$ cat src/rtl/approx_wallace_mac_controller_pkg.sv
// approx_mac_pkg: shared state enum, product width and default sizing for the approximate MAC controller
package approx_mac_pkg;
  typedef enum logic [1:0] {
    IDLE  = 2'd0,
    RUN   = 2'd1,
    DRAIN = 2'd2,
    DONE  = 2'd3
  } mac_state_t;
  localparam int PROD_W        = 16;
  localparam int DEF_MAX_TERMS = 16;
  localparam int DEF_LEN_W     = 5;
  localparam int DEF_ACC_W     = 20;
endpackage

$ cat src/rtl/approx_wallace_mac_controller_if.sv
// approx_wallace_mac_controller_if: job, operand-stream and result signals of the MAC controller
// master: operand source / result consumer; slave: the controller.
interface approx_wallace_mac_controller_if #(
  parameter int LEN_W = approx_mac_pkg::DEF_LEN_W,
  parameter int ACC_W = approx_mac_pkg::DEF_ACC_W
) ();
  logic             start;
  logic [LEN_W-1:0] len;
  logic             in_valid;
  logic             in_ready;
  logic [7:0]       a;
  logic [7:0]       b;
  logic             out_valid;
  logic             out_ready;
  logic [ACC_W-1:0] result;
  logic             overflow;
  logic             busy;
  modport master (
    output start, len, in_valid, a, b, out_ready,
    input  in_ready, out_valid, result, overflow, busy
  );
  modport slave (
    input  start, len, in_valid, a, b, out_ready,
    output in_ready, out_valid, result, overflow, busy
  );
endinterface

$ cat src/rtl/approx_wallace_mac_controller_mult.sv
// approx_eight_bit_wallace_tree: combinational approximate 8x8 unsigned multiplier
// Ports: a_i, b_i (8-bit operands), p_o (16-bit approximate product).
// Columns 0..3 are compressed with OR instead of adders (no carries out of
// them); columns 4..14 are summed exactly, the reduction tree is left to synthesis.
module approx_eight_bit_wallace_tree (
  input  logic [7:0]  a_i,
  input  logic [7:0]  b_i,
  output logic [15:0] p_o
);
  logic [15:0] row [8];
  logic [3:0]  low;
  for (genvar j = 0; j < 8; j++) begin : g_row
    assign row[j] = (16'(a_i & {8{b_i[j]}}) << j) & 16'hfff0;
  end
  assign low[0] = a_i[0] & b_i[0];
  assign low[1] = (a_i[1] & b_i[0]) | (a_i[0] & b_i[1]);
  assign low[2] = (a_i[2] & b_i[0]) | (a_i[1] & b_i[1]) | (a_i[0] & b_i[2]);
  assign low[3] = (a_i[3] & b_i[0]) | (a_i[2] & b_i[1]) | (a_i[1] & b_i[2]) | (a_i[0] & b_i[3]);
  always_comb
    p_o = row[0] + row[1] + row[2] + row[3] + row[4] + row[5] + row[6] + row[7] + {12'd0, low};
endmodule

$ cat src/rtl/approx_wallace_mac_controller.sv
// approx_wallace_mac_controller: streaming multiply-accumulate sequencer around the approximate multiplier
// Ports: clk, rst (async, active-high), bus (slave side of the controller interface:
// start/len job request, in_valid/in_ready/a/b operand stream,
// out_valid/out_ready/result result port, overflow and busy status).
module approx_wallace_mac_controller import approx_mac_pkg::*; #(
  parameter int MAX_TERMS = DEF_MAX_TERMS,
  parameter int LEN_W     = DEF_LEN_W,
  parameter int ACC_W     = DEF_ACC_W
) (
  input logic clk,
  input logic rst,
  approx_wallace_mac_controller_if.slave bus
);
  mac_state_t        state_q, state_d;
  logic [LEN_W-1:0]  rem_q, rem_d, len_c;
  logic [ACC_W-1:0]  acc_q, acc_d;
  logic [PROD_W-1:0] p_q, p_d, prod;
  logic              p_v_q, p_v_d, ovf_q, ovf_d, xfer;
  logic [ACC_W:0]    sum;
  approx_eight_bit_wallace_tree u_mult (
    .a_i(bus.a),
    .b_i(bus.b),
    .p_o(prod)
  );
  always_comb begin
    len_c         = bus.len > LEN_W'(MAX_TERMS) ? LEN_W'(MAX_TERMS) : bus.len;
    bus.in_ready  = state_q == RUN && rem_q != '0;
    bus.out_valid = state_q == DONE;
    bus.busy      = state_q != IDLE;
    bus.result    = acc_q;
    bus.overflow  = ovf_q;
    xfer          = bus.in_valid && bus.in_ready;
    sum           = {1'b0, acc_q} + (ACC_W+1)'(p_q);
    state_d       = state_q;
    rem_d         = rem_q;
    p_d           = p_q;
    p_v_d         = p_v_q;
    // p_v is only ever set in RUN and cleared by DRAIN, so this add covers both states
    acc_d         = p_v_q ? sum[ACC_W-1:0] : acc_q;
    ovf_d         = ovf_q | (p_v_q & sum[ACC_W]);
    case (state_q)
      IDLE: if (bus.start) begin
        rem_d   = len_c;
        acc_d   = '0;
        ovf_d   = 1'b0;
        p_v_d   = 1'b0;
        state_d = len_c == '0 ? DONE : RUN;
      end
      RUN: begin
        p_v_d   = xfer;
        p_d     = xfer ? prod : p_q;
        rem_d   = xfer ? rem_q - 1'b1 : rem_q;
        state_d = xfer && rem_q == LEN_W'(1) ? DRAIN : RUN;
      end
      DRAIN: begin
        p_v_d   = 1'b0;
        state_d = DONE;
      end
      default: state_d = bus.out_ready ? IDLE : DONE;
    endcase
  end
  always_ff @(posedge clk or posedge rst)
    if (rst) begin
      state_q <= IDLE;
      rem_q   <= '0;
      acc_q   <= '0;
      ovf_q   <= 1'b0;
      p_q     <= '0;
      p_v_q   <= 1'b0;
    end else begin
      state_q <= state_d;
      rem_q   <= rem_d;
      acc_q   <= acc_d;
      ovf_q   <= ovf_d;
      p_q     <= p_d;
      p_v_q   <= p_v_d;
    end
endmodule

$ cat src/flat_wrapper.sv
// flat-port wrapper written by rule: the top's interface ports become plain ports
module approx_wallace_mac_controller_flat import approx_mac_pkg::*;
#(
  parameter int MAX_TERMS = DEF_MAX_TERMS,
  parameter int LEN_W     = DEF_LEN_W,
  parameter int ACC_W     = DEF_ACC_W
)
  (clk, rst, bus_start, bus_len, bus_in_valid, bus_a, bus_b, bus_out_ready, bus_in_ready, bus_out_valid, bus_result, bus_overflow, bus_busy);
  approx_wallace_mac_controller_if #(.LEN_W(LEN_W), .ACC_W(ACC_W)) bus_i ();
  input logic clk;
  input logic rst;
  input wire logic [$bits(bus_i.start)-1:0] bus_start;
  input wire logic [$bits(bus_i.len)-1:0] bus_len;
  input wire logic [$bits(bus_i.in_valid)-1:0] bus_in_valid;
  input wire logic [$bits(bus_i.a)-1:0] bus_a;
  input wire logic [$bits(bus_i.b)-1:0] bus_b;
  input wire logic [$bits(bus_i.out_ready)-1:0] bus_out_ready;
  output wire logic [$bits(bus_i.in_ready)-1:0] bus_in_ready;
  output wire logic [$bits(bus_i.out_valid)-1:0] bus_out_valid;
  output wire logic [$bits(bus_i.result)-1:0] bus_result;
  output wire logic [$bits(bus_i.overflow)-1:0] bus_overflow;
  output wire logic [$bits(bus_i.busy)-1:0] bus_busy;
  assign bus_i.start = bus_start;
  assign bus_i.len = bus_len;
  assign bus_i.in_valid = bus_in_valid;
  assign bus_i.a = bus_a;
  assign bus_i.b = bus_b;
  assign bus_i.out_ready = bus_out_ready;
  assign bus_in_ready = bus_i.in_ready;
  assign bus_out_valid = bus_i.out_valid;
  assign bus_result = bus_i.result;
  assign bus_overflow = bus_i.overflow;
  assign bus_busy = bus_i.busy;
  approx_wallace_mac_controller #(.MAX_TERMS(MAX_TERMS), .LEN_W(LEN_W), .ACC_W(ACC_W)) u_core (.clk(clk), .rst(rst), .bus(bus_i));
endmodule
$ cat config.mk
export PLATFORM = sky130hd
export DESIGN_NAME = approx_wallace_mac_controller_flat
export DESIGN_NICKNAME = d
export VERILOG_FILES = /design/src/rtl/approx_wallace_mac_controller_pkg.sv /design/src/rtl/approx_wallace_mac_controller_if.sv /design/src/rtl/approx_wallace_mac_controller_mult.sv /design/src/rtl/approx_wallace_mac_controller.sv /design/src/flat_wrapper.sv
export SDC_FILE = /design/constraint.sdc
export NUM_CORES = 1
export LEC_CHECK = 0
export ABC_AREA = 1
export CORE_MARGIN = 5
export CORE_UTILIZATION = 40
export DETAILED_ROUTE_END_ITERATION = 6
export PLACE_DENSITY = 0.7
export SYNTH_ARGS = -nofsm -noshare
export SYNTH_HDL_FRONTEND = slang
export SYNTH_SLANG_ARGS = --single-unit
$ cat constraint.sdc
create_clock -name clk -period 2.3 [get_ports clk]
set_input_delay 0.345 -clock clk [delete_from_list [all_inputs] [get_ports clk]]
set_output_delay 0.345 -clock clk [all_outputs]
set_load 0.1 [all_outputs]
==> results.yml <==
synth:
  syn-mean-instance-area_um2: 6.99
  synthFlopType: "dfrtp_1"
  netlist_area_mm2: 0.00482
  synth-seq-area-share_pct: 23.4
  ys_ff_latch: 45
  ys_top_cells_by_area: "dfrtp_1 23%, nand2_1 16%, fa_1 15%"
  synth.distinct_cells: 37
  ys_warn_count: 0
  synth_top_area_cell: "dfrtp_1"
  postSynthCellCount: 690
  ys_async_sr_fraction_pct: 100
  synth_fp_nets: 793
  synth_edf_count: 0
  synth_top_area_share_pct: 23.4
placed_design:
  place_area_mm2: 0.00564
  dp_hpwl_mm: 8.93
  port_buffers: 49
  preCtsSetupSlack_ns: -1.99
  gp_congestion: 0.935
  place_inst: 895
drt:
  wirelength_mm: 10.9
  drt_iter0_markers: 208
  vias_per_cell: 4.77
  vias: 4325
  avgRoutedWirePerCell_um: 12.1
  drc: 0
  ant_nets: 0
  first_pass_iters: 5
floorplan:
  die_x_um: 120
  die_h_um: 120
  initial_core_util_pct: 40.5
  die_area_mm2: 0.0144
  top_level_ports: 50
  rows: 40
  core_region_area_mm2: 0.0119
layout:
  final_layout_size_suffix_gt1_share_pct: 21.1
  design_area_mm2: 0.00603
  area_growth_pct: 25.0
  layout_common_cells: "191 x nand2_1, 115 x inv_1, 56 x buf_4, 55 x nor2_1, 44 x dfrtp_1"
  fin_cells: 907
  mostFrequentLayoutCell: "nand2_1"
  final_nets: 863
  nFillCells: 1185
  num_antenna_cells: 0
global_route:
  grt_max_degree: 25
  grt_pass1_vias: 4178
  antenna_found_initial: 0
  grt_util_all_layers_pct: 16.0
  grt-ovfl-total: 0
  grt_pass1_wl_mm: 19.1
critical_path:
  start_kind: "input port"
  r2r_slack_ns: 0.22
  cp_data_arrival_time_ns: 3.69
  timing.rr.start: "u_core.bus.result[0]"
  worstPathMaxFanout: 3
  max_stage_delay_ns: 0.57
  crit_path_top_delay_cell: "fa_1"
  required_ns: 2.49
  cp_cell_sequence: "buf_8, nand2_2, inv_2, fa_1, fa_1, fa_1, fa_1, ha_2, fa_2, nand3_2, nand3_2, nand4_1, nand3_1, xor2_1, nand2_1, nand2_1"
  criticalPathCategory: "input port to register"
  cp_common_cell: "fa_1"
  cp-end-kind: "register"
  r2r_end: "u_core.bus.result[12]"
  r2r_cells: 12
timing:
  worstMarginPinSlew_ns: 0.524
  skew_ns: 0.00562
  hold_slack_ns: 0.361
  relSlewSlack_pct: 65.1
  grt_setup_unrepaired: "yes"
  timing.final.crit_share_pct: 152
  fmax_ghz: 0.286
  tns_ns: -8.98
  finalSetupViolCount: 9
  finalHoldViolCount: 0
  maxSlewViolCount: 0
  fin_ws_ns: -1.20
  fin_crit_ns: 3.50
clock_network:
  clock_tree.root_cell: "clkbuf_16"
  cts_max_level: 2
  clock_sinks: 45
  cts_buffers: 5
  clkTransAtPathRegs_ns: 0.06
  clk_latency_ns: 0.29
  cts_tree: "built"
  cts_buffer_depth: 2
pwr:
  pwr_density_cell_mw_per_mm2: 1490
  ir_drop_v: 0.000483
  intPower_mw: 3.92
  p_clk_share_pct: 8.1
  power_frac_comb_pct: 74.6
  leakage_nw: 3.41
  seqPwrFrac_pct: 17.3
  switchingPower_mw: 5.07
  switching_share_pct: 56.4
run_status:
  outcome: "complete, but fails checks"
  violations: "setup timing"
run:
  drv_cap: 0
hold_path:
  min_path_type: "input port to async pin"
[state kept, by name, summed over array words and instances, names as in the netlist]
signal	flops
u_core.state_q	2
u_core.bus.result	20
u_core.bus.overflow	1
u_core.p_v_q	1
u_core.rem_q	5
u_core.p_q	16
[cells by family (layout without fill, tap and decap cells)]
| family | Yosys count | in the layout | synth area share, % |
|---|---|---|---|
| buf+inv | 164 | 234 | 13.2 |
| xor+xnor | 8 | 8 | 1.45 |
| mux | 1 | 1 | 0.311 |
| flops | 45 | 45 | 23.4 |
| simple gates | 331 | 331 | 28.8 |
| fa+ha+maj | 77 | 77 | 25.4 |
| compound gates | 64 | 64 | 7.47 |
[worst max path at each step]
stage | depth (start not counted) | slack [ns] | start | to
finish | 16 | -1.20 | bus_b[7] | u_core.p_q[15]
global route | 16 | -1.35 | bus_b[7] | u_core.p_q[15]
CTS | 16 | -1.20 | bus_b[7] | u_core.p_q[15]
detailed placement | 16 | -1.99 | bus_b[2] | u_core.p_q[15]
global placement | 16 | -1.96 | bus_b[2] | u_core.p_q[15]
floorplan | 16 | -1.41 | bus_a[5] | u_core.p_q[15]
[power groups by stage]
stage / clock network (mW) / logic, mW / registers (mW)
after floorplan: 0 / 3.83 / 2.67
after global placement: 0 / 6.33 / 1.56
after detailed placement: 0 / 6.40 / 1.57
after CTS: 0.745 / 6.64 / 1.55
after global routing: 0.781 / 7.49 / 1.61
final: 0.732 / 6.71 / 1.56
[routing by layer]
metal  wire (um)  GRT usage, %
met5           0             0
met4         201          5.01
met3         373          2.12
met2        5140          26.1
met1        5230          22.0
[cells in the mapped netlist (7+ instances only)]
cell type,instances
nand2_1,207
nor2_1,55
nand3_1,42
nor3_1,8
nand4_1,7
o21ai_0,22
clkbuf_1,15
o211ai_1,8
ha_1,42
inv_1,137
a21oi_1,26
fa_1,35
dfrtp_1,45
[metrics by stage]
stage                     power, mW  util [%]
after floorplan                6.50         -
after global placement         7.89      47.3
after detailed placement       7.97      47.3
after CTS                      8.94      49.9
after global routing           9.89      50.6
final                          9.00      50.6
[worst max-delay path, delay by kind of cell]
family / cells / cell delay [ns]
fa+ha+maj: 6 / 2.56
simple gates: 7 / 0.50
xor+xnor: 1 / 0.15
buf+inv: 2 / 0.14
[final cells by class]
cell class	instances	area, um^2	share of cell area (%)
Tap cell	147	184	3.05
Inverter	140	526	8.72
Sequential cell	45	1130	18.7
Clock inverter	1	7.51	0.125
Clock buffer	6	139	2.30
Timing Repair Buffer	87	787	13.1
Multi-Input combinational cell	481	3260	54.0
[timing repair]
action | CTS | global route
pin swaps | 44 | 40
gates resized for setup | 124 | 32
hold buffers | 0 | 0
buffers inserted | 4 | 2
endpoints found under the setup margin | 11 | 10
(Power assumes the default switching activity.)
